--- src/rtl/hdmi_pkg.sv ---
// Shared types and fixed TMDS symbols for the HDMI video transmitter.
package hdmi_pkg;

    typedef logic [9:0] tmds_sym_t;

    typedef enum logic [1:0] {
        CTRL     = 2'd0,
        PREAMBLE = 2'd1,
        GUARD    = 2'd2,
        VIDEO    = 2'd3
    } period_t;

    // Sync flags here mean "asserted", independent of the output polarity.
    typedef struct packed {
        period_t period;
        logic    hs;
        logic    vs;
    } timing_t;

    localparam timing_t TIM_IDLE = timing_t'{CTRL, 1'b0, 1'b0};

    localparam tmds_sym_t CTL_CODE [4] = '{
        10'b1101010100,
        10'b0010101011,
        10'b0101010100,
        10'b1010101011
    };

    localparam tmds_sym_t GUARD_CH0 = 10'b1011001100;
    localparam tmds_sym_t GUARD_CH1 = 10'b0100110011;
    localparam tmds_sym_t GUARD_CH2 = 10'b1011001100;

endpackage

--- src/rtl/hdmi_video_tx_tmds_channel_encoder.sv ---
// One TMDS lane: DVI 8b/10b video coding, control and guard symbols, registered output.
module tmds_channel_encoder
    import hdmi_pkg::*;
#(
    parameter tmds_sym_t RST_SYM = 10'b1101010100
) (
    input  logic       clk_i,
    input  logic       rst_i,
    input  logic [1:0] period_i,
    input  logic [7:0] data_i,
    input  logic [1:0] c_i,
    input  logic [9:0] guard_i,
    output logic [9:0] sym_o
);

    logic [8:0]        qm;
    logic [3:0]        n1_data;
    logic [3:0]        n1_qm;
    logic              use_xnor;
    logic signed [4:0] diff;
    logic signed [4:0] cnt_q;
    logic signed [4:0] cnt_d;
    tmds_sym_t         sym_q;
    tmds_sym_t         sym_d;

    always_comb begin
        n1_data = '0;
        for (int i = 0; i < 8; i++) n1_data = n1_data + {3'b000, data_i[i]};
        use_xnor = (n1_data > 4'd4) || ((n1_data == 4'd4) && !data_i[0]);

        qm    = '0;
        qm[0] = data_i[0];
        for (int i = 1; i < 8; i++)
            qm[i] = use_xnor ? ~(qm[i-1] ^ data_i[i]) : (qm[i-1] ^ data_i[i]);
        qm[8] = ~use_xnor;

        n1_qm = '0;
        for (int i = 0; i < 8; i++) n1_qm = n1_qm + {3'b000, qm[i]};
        // ones minus zeros of the 8 coded bits, kept in mod-32 arithmetic
        diff = $signed({n1_qm, 1'b0}) - 5'sd8;

        if ((cnt_q == 5'sd0) || (diff == 5'sd0)) begin
            sym_d = {~qm[8], qm[8], (qm[8] ? qm[7:0] : ~qm[7:0])};
            cnt_d = qm[8] ? (cnt_q + diff) : (cnt_q - diff);
        end else if (((cnt_q > 5'sd0) && (diff > 5'sd0)) ||
                     ((cnt_q < 5'sd0) && (diff < 5'sd0))) begin
            sym_d = {1'b1, qm[8], ~qm[7:0]};
            cnt_d = cnt_q + (qm[8] ? 5'sd2 : 5'sd0) - diff;
        end else begin
            sym_d = {1'b0, qm[8], qm[7:0]};
            cnt_d = cnt_q - (qm[8] ? 5'sd0 : 5'sd2) + diff;
        end

        if (period_i != VIDEO) begin
            cnt_d = '0;
            sym_d = (period_i == GUARD) ? guard_i : CTL_CODE[c_i];
        end
    end

    always_ff @(posedge clk_i) begin
        if (rst_i) begin
            sym_q <= RST_SYM;
            cnt_q <= '0;
        end else begin
            sym_q <= sym_d;
            cnt_q <= cnt_d;
        end
    end

    assign sym_o = sym_q;

endmodule

--- src/rtl/hdmi_video_tx.sv ---
// HDMI/DVI video transmitter: timing decode from hx/hy, rgb alignment, three TMDS lanes.
module hdmi_video_tx
    import hdmi_pkg::*;
#(
    parameter int SCREEN_WIDTH  = 720,
    parameter int SCREEN_HEIGHT = 480,
    parameter int FRAME_WIDTH   = 858,
    parameter int FRAME_HEIGHT  = 525,
    parameter int HSYNC_START   = 736,
    parameter int HSYNC_LEN     = 62,
    parameter int VSYNC_START   = 489,
    parameter int VSYNC_LEN     = 6,
    parameter int SYNC_ACTIVE   = 0,
    parameter int RGB_DELAY     = 1,
    parameter int DVI_MODE      = 0
) (
    input  logic        clk_h,
    input  logic        rst_h,
    input  logic [9:0]  hx,
    input  logic [9:0]  hy,
    input  logic [23:0] rgb_h,
    output logic [9:0]  tmds_ch0,
    output logic [9:0]  tmds_ch1,
    output logic [9:0]  tmds_ch2,
    output logic        de_o,
    output logic        hsync_o,
    output logic        vsync_o
);

    localparam logic       SYNC_ON    = (SYNC_ACTIVE != 0);
    localparam logic       DVI        = (DVI_MODE != 0);
    localparam logic [9:0] SW         = 10'(SCREEN_WIDTH);
    localparam logic [9:0] SH         = 10'(SCREEN_HEIGHT);
    localparam logic [9:0] SH_M1      = 10'(SCREEN_HEIGHT - 1);
    localparam logic [9:0] FH_LAST    = 10'(FRAME_HEIGHT - 1);
    localparam logic [9:0] FW_LAST    = 10'(FRAME_WIDTH - 1);
    localparam logic [9:0] FW_GUARD   = 10'(FRAME_WIDTH - 2);
    localparam logic [9:0] FW_PRE_END = 10'(FRAME_WIDTH - 3);
    localparam logic [9:0] FW_PRE     = 10'(FRAME_WIDTH - 10);
    localparam logic [9:0] HS_FIRST   = 10'(HSYNC_START);
    localparam logic [9:0] HS_END     = 10'(HSYNC_START + HSYNC_LEN);
    localparam logic [9:0] VS_FIRST   = 10'(VSYNC_START);
    localparam logic [9:0] VS_END     = 10'(VSYNC_START + VSYNC_LEN);
    localparam tmds_sym_t  CH0_RST    = CTL_CODE[{~SYNC_ON, ~SYNC_ON}];

    timing_t     tim_now;
    timing_t     tim_dly;
    timing_t     e1_q;
    logic [23:0] rgb_e1_q;
    logic        de_now;
    logic        next_act;
    logic        hs_lvl;
    logic        vs_lvl;
    logic [1:0]  c_ch1;

    always_comb begin
        tim_now    = TIM_IDLE;
        de_now     = (hx < SW) && (hy < SH);
        // the line after this one carries video, so it needs preamble and guard band
        next_act   = (hy == FH_LAST) || (hy < SH_M1);
        tim_now.hs = (hx >= HS_FIRST) && (hx < HS_END);
        tim_now.vs = (hy >= VS_FIRST) && (hy < VS_END);
        if (de_now)
            tim_now.period = VIDEO;
        else if (!DVI && next_act && (hx >= FW_GUARD) && (hx <= FW_LAST))
            tim_now.period = GUARD;
        else if (!DVI && next_act && (hx >= FW_PRE) && (hx <= FW_PRE_END))
            tim_now.period = PREAMBLE;
    end

    generate
        if (RGB_DELAY == 0) begin : g_nodly
            assign tim_dly = tim_now;
        end else begin : g_dly
            timing_t dly_q [RGB_DELAY];
            always_ff @(posedge clk_h) begin
                if (rst_h) begin
                    for (int i = 0; i < RGB_DELAY; i++) dly_q[i] <= TIM_IDLE;
                end else begin
                    dly_q[0] <= tim_now;
                    for (int i = 1; i < RGB_DELAY; i++) dly_q[i] <= dly_q[i-1];
                end
            end
            assign tim_dly = dly_q[RGB_DELAY-1];
        end
    endgenerate

    always_ff @(posedge clk_h) begin
        if (rst_h) begin
            e1_q     <= TIM_IDLE;
            rgb_e1_q <= '0;
        end else begin
            e1_q     <= tim_dly;
            rgb_e1_q <= rgb_h;
        end
    end

    assign hs_lvl = e1_q.hs ? SYNC_ON : ~SYNC_ON;
    assign vs_lvl = e1_q.vs ? SYNC_ON : ~SYNC_ON;
    assign c_ch1  = (e1_q.period == PREAMBLE) ? 2'b01 : 2'b00;

    tmds_channel_encoder #(.RST_SYM(CH0_RST)) u_enc0 (
        .clk_i(clk_h), .rst_i(rst_h), .period_i(e1_q.period), .data_i(rgb_e1_q[7:0]),
        .c_i({vs_lvl, hs_lvl}), .guard_i(GUARD_CH0), .sym_o(tmds_ch0)
    );

    tmds_channel_encoder #(.RST_SYM(CTL_CODE[0])) u_enc1 (
        .clk_i(clk_h), .rst_i(rst_h), .period_i(e1_q.period), .data_i(rgb_e1_q[15:8]),
        .c_i(c_ch1), .guard_i(GUARD_CH1), .sym_o(tmds_ch1)
    );

    tmds_channel_encoder #(.RST_SYM(CTL_CODE[0])) u_enc2 (
        .clk_i(clk_h), .rst_i(rst_h), .period_i(e1_q.period), .data_i(rgb_e1_q[23:16]),
        .c_i(2'b00), .guard_i(GUARD_CH2), .sym_o(tmds_ch2)
    );

    always_ff @(posedge clk_h) begin
        if (rst_h) begin
            de_o    <= 1'b0;
            hsync_o <= ~SYNC_ON;
            vsync_o <= ~SYNC_ON;
        end else begin
            de_o    <= (e1_q.period == VIDEO);
            hsync_o <= hs_lvl;
            vsync_o <= vs_lvl;
        end
    end

endmodule
--- config.mk ---
export PLATFORM = sky130hd
export DESIGN_NAME = hdmi_video_tx
export DESIGN_NICKNAME = d
export VERILOG_FILES = /design/src/rtl/hdmi_pkg.sv /design/src/rtl/hdmi_video_tx_tmds_channel_encoder.sv /design/src/rtl/hdmi_video_tx.sv
export SDC_FILE = /design/constraint.sdc
export NUM_CORES = 1
export LEC_CHECK = 0
export ABC_AREA = 1
export BUFFER_PORTS_ARGS = -buffer_cell sky130_fd_sc_hd__buf_2
export CAP_MARGIN = 20
export CORE_UTILIZATION = 54
export CTS_CLUSTER_SIZE = 25
export DETAILED_ROUTE_END_ITERATION = 8
export PLACE_DENSITY_LB_ADDON = 0.12
export RECOVER_POWER = 100
export SYNTH_ARGS = -nofsm -noshare
export SYNTH_HDL_FRONTEND = slang
export SYNTH_SLANG_ARGS = --single-unit
--- constraint.sdc ---
create_clock -name clk_h -period 7.5 [get_ports clk_h]
set_input_delay 1.125 -clock clk_h [delete_from_list [all_inputs] [get_ports clk_h]]
set_output_delay 1.125 -clock clk_h [all_outputs]
set_load 0.01 [all_outputs]
==> flow_summary.json <==
{
  "area_delta_synth_final_pct": 16.9,
  "num-fill-cells": 978,
  "maxCapViolations": 1,
  "dieHeight_um": 110,
  "asyncSetResetFlopFracSynth_pct": 0,
  "grt_use_total_pct": 24.9,
  "violated_checks": "max-capacitance violations, max-slew violations",
  "max-slew-margin-rel_pct": -1.35,
  "antennaDiodeCount": 0,
  "critical_path_required_ps": 7770,
  "vias": 5404,
  "synth-seq-area-share_pct": 24.3,
  "rr_endpoint": "u_enc1.cnt_q[4]",
  "tritoncts_clock_tree": "built",
  "place_area_um2": 6970,
  "rr_startpoint": "rgb_e1_q[8]",
  "placement.setup.worst_slack_ps": -20.2,
  "status": "complete, but fails checks",
  "number_of_antenna_violations_at_the_first_check_in_global_routing": 0,
  "floorplan.die.width_um": 110,
  "syn-num-nets": 947,
  "critPathCapture": "u_enc1.cnt_q[4]",
  "cts-root-to-sink-buffers": 2,
  "clkSlewWorstSetupHoldPaths_ps": 60,
  "maxClockFrequency_mhz": 140,
  "num_rows": 39,
  "worstSetupPathType": "reg -> reg",
  "initial_utilization_pct": 55.4,
  "synth_area_per_cell_um2": 7.96,
  "regToRegSetupSlack_ps": 330,
  "detail_placement_hpwl_um": 11400,
  "groute.layer.met2.usage_pct": 40.8,
  "final_design_area_no_fill_um2": 7430,
  "clk_sink_count": 77,
  "route.antenna.remaining_nets": 0,
  "grt_pass1_vias": 5371,
  "worst_min_delay_path_category": "reg -> reg",
  "htree_levels": 3,
  "path_max_fanout": 6,
  "route.detailed.vias_per_inst": 5.19,
  "worst-slew-pin-transition_ps": 1520,
  "yosys_warnings": 0,
  "clock_root_buffer_master": "sky130_fd_sc_hd__clkbuf_16",
  "initial_drt_markers": 349,
  "layout.nets": 1043,
  "worstRegToRegCells": 27,
  "synth_seq_cells": 77,
  "post_synthesis_instance_area_um2": 6350,
  "fraction_of_final_layout_cells_with_drive_strength_greater_than_1_pct": 16.9,
  "drc_violations_left": 0,
  "setup_viol": 0,
  "number_of_buffers_inserted_during_clock_tree_synthesis": 9,
  "maximum_number_of_pins_on_one_net_before_global_route_repair": 36,
  "design.die.area_um2": 12200,
  "synth_edf_count": 0,
  "cts_hold_repair.buffers": 0,
  "netlist_instances": 798,
  "grt_pass1_wl_um": 24700,
  "cp.arrival_ps": 7440,
  "ys_types": 42,
  "io-pin-count": 79,
  "fin_ws_ps": 332,
  "final-hold-violation-count": 0,
  "routed_wire_length_per_instance_um": 14.0,
  "grt.met3_usage_pct": 4.72,
  "final.setup_skew_ps": 5.01,
  "setup.worst_path.end_class": "flop",
  "detail_route.wirelength_um": 14500,
  "final_clock_period_utilization_by_the_worst_path_pct": 95.6,
  "core_um2": 11500,
  "insertion_delay_ps": 350,
  "period_minus_slack_ps": 7170,
  "grt_most_used_layer": "met2",
  "port_buffers": 78,
  "setup.worst_path.start": "rgb_e1_q[8]",
  "finalHoldWorstSlack_ps": 410,
  "grt_overflow_total": 0,
  "gp_routability_congestion": 0.895,
  "setup.worst_path.start_class": "flop",
  "timing.final.max_slew_violations": 36,
  "drtPass1Iterations": 4,
  "synth_flop_cell": "sky130_fd_sc_hd__dfxtp_1",
  "groute.layer.met1.usage_pct": 32.8
}
logic make-up after synthesis:
family	synth area share, %
flip-flops	24.3
AND/OR/NAND/NOR	19.9
buffers and inverters	10.4
AO/OA/AOI/OAI	11.1
adder cells (fa/ha/maj)	25.2
XOR/XNOR	9.06
synthesized netlist by cell type, types with 2 or more instances:
cell | number | share of area [%]
sky130_fd_sc_hd__a21o_1 | 3 | 0.35
sky130_fd_sc_hd__a21oi_1 | 33 | 2.6
sky130_fd_sc_hd__a221oi_1 | 5 | 0.69
sky130_fd_sc_hd__a31oi_1 | 12 | 1.2
sky130_fd_sc_hd__buf_2 | 7 | 0.55
sky130_fd_sc_hd__buf_6 | 2 | 0.35
sky130_fd_sc_hd__clkbuf_1 | 4 | 0.24
sky130_fd_sc_hd__dfxtp_1 | 77 | 24
sky130_fd_sc_hd__fa_1 | 42 | 13
sky130_fd_sc_hd__ha_1 | 61 | 12
sky130_fd_sc_hd__inv_1 | 154 | 9.1
sky130_fd_sc_hd__inv_2 | 2 | 0.12
sky130_fd_sc_hd__nand2_1 | 100 | 5.9
sky130_fd_sc_hd__nand2_2 | 23 | 2.3
sky130_fd_sc_hd__nand2_4 | 5 | 0.89
sky130_fd_sc_hd__nand3_1 | 48 | 3.8
sky130_fd_sc_hd__nand3_2 | 8 | 1.3
sky130_fd_sc_hd__nand4_1 | 3 | 0.30
sky130_fd_sc_hd__nor2_1 | 71 | 4.2
sky130_fd_sc_hd__nor3_1 | 3 | 0.24
sky130_fd_sc_hd__nor4_1 | 4 | 0.39
sky130_fd_sc_hd__o2111ai_1 | 3 | 0.41
sky130_fd_sc_hd__o211ai_1 | 2 | 0.24
sky130_fd_sc_hd__o21ai_0 | 47 | 3.7
sky130_fd_sc_hd__o221ai_1 | 2 | 0.28
sky130_fd_sc_hd__o22ai_1 | 2 | 0.20
sky130_fd_sc_hd__o31ai_1 | 4 | 0.47
sky130_fd_sc_hd__or2_2 | 5 | 0.49
sky130_fd_sc_hd__xnor2_1 | 13 | 1.8
sky130_fd_sc_hd__xnor3_1 | 4 | 1.4
sky130_fd_sc_hd__xnor3_2 | 2 | 0.75
sky130_fd_sc_hd__xor2_1 | 37 | 5.1
through the flow:
stage | setup TNS [ps] | std cells | util [%]
floorplan | 0 | 798 | -
CTS | 0 | 1038 | 63.9
finish | 0 | 1042 | 64.8
global placement | 0 | 1022 | 60.8
global route | -66.4 | 1042 | 64.8
detailed placement | -20.2 | 1022 | 60.8
placed cells by master (no fill, tap or decap), types with 9 or more instances in the layout:
cell	Yosys	final
sky130_fd_sc_hd__inv_1	154	152
sky130_fd_sc_hd__nand2_1	100	99
sky130_fd_sc_hd__dfxtp_1	77	74
sky130_fd_sc_hd__nor2_1	71	66
sky130_fd_sc_hd__ha_1	61	57
sky130_fd_sc_hd__nand3_1	48	47
sky130_fd_sc_hd__buf_2	7	43
sky130_fd_sc_hd__o21ai_0	47	42
sky130_fd_sc_hd__fa_1	42	37
sky130_fd_sc_hd__clkbuf_1	4	37
sky130_fd_sc_hd__xor2_1	37	36
sky130_fd_sc_hd__a21oi_1	33	29
sky130_fd_sc_hd__nand2_2	23	24
sky130_fd_sc_hd__buf_4	0	18
sky130_fd_sc_hd__xnor2_1	13	13
sky130_fd_sc_hd__nand3_2	8	9
sky130_fd_sc_hd__a31oi_1	12	9
sky130_fd_sc_hd__clkbuf_16	0	9
timing repair:
action,4_1_cts,5_1_grt
pin swaps,0,10
setup buffers,0,4
setup endpoints to repair,3,37
hold endpoints to repair,0,0
gates resized for setup,3,36
flip-flops by register name (all words and copies together) (netlist names):
name / flops
u_enc0.cnt_q: 4
g_dly.dly_q: 4
de_o: 1
u_enc1.cnt_q: 4
u_enc2.sym_o: 10
e1_q: 4
rgb_e1_q: 24
u_enc1.sym_o: 10
u_enc2.cnt_q: 4
vsync_o: 1
u_enc0.sym_o: 10
hsync_o: 1
worst min path at each step:
stage	start	end	slack [ps]	cells after the start
floorplan	e1_q[0]	vsync_o	370	1
global route	g_dly.dly_q[0][2]	e1_q[2]	450	2
detailed placement	g_dly.dly_q[0][2]	e1_q[2]	410	2
finish	g_dly.dly_q[0][3]	e1_q[3]	410	2
global placement	g_dly.dly_q[0][1]	e1_q[1]	410	2
CTS	g_dly.dly_q[0][2]	e1_q[2]	410	2
layout make-up:
class	count	area [um2]	share of cell area, %
clock inverter	5	106	1.43
timing repair buffer	98	497	6.68
multi-input combinational	551	4270	57.5
inverter	157	592	7.96
sequential	77	1550	20.8
clock buffer	11	243	3.27
tap	143	179	2.41
worst max-delay path, stage by stage, from the launching register on:
cell and delay [ps]:
sky130_fd_sc_hd__dfxtp_2 360, sky130_fd_sc_hd__ha_4 310, sky130_fd_sc_hd__inv_1 50, sky130_fd_sc_hd__fa_1 450, sky130_fd_sc_hd__fa_1 500, sky130_fd_sc_hd__inv_1 50, sky130_fd_sc_hd__fa_2 340, sky130_fd_sc_hd__fa_1 450
sky130_fd_sc_hd__o31ai_2 220, sky130_fd_sc_hd__nand2_2 170, sky130_fd_sc_hd__xor2_2 190, sky130_fd_sc_hd__ha_1 280, sky130_fd_sc_hd__inv_1 50, sky130_fd_sc_hd__fa_1 500, sky130_fd_sc_hd__inv_1 60, sky130_fd_sc_hd__fa_1 490
sky130_fd_sc_hd__fa_1 430, sky130_fd_sc_hd__inv_1 100, sky130_fd_sc_hd__fa_2 490, sky130_fd_sc_hd__ha_1 300, sky130_fd_sc_hd__inv_1 160, sky130_fd_sc_hd__ha_1 250, sky130_fd_sc_hd__a21o_1 170, sky130_fd_sc_hd__o21ai_0 220
sky130_fd_sc_hd__nor2_1 70, sky130_fd_sc_hd__o21ai_0 200, sky130_fd_sc_hd__nand2_1 80, sky130_fd_sc_hd__a21oi_1 150
metal layers:
layer | routed length (um) | up-vias
met5 | 0 | -
met4 | 278 | 0
met3 | 709 | 26
met2 | 6740 | 158
met1 | 6810 | 2485
li1 | - | 2735
Power is not shown: default switching activity piles up to over one toggle a cycle in this logic, so the estimate is an artifact.
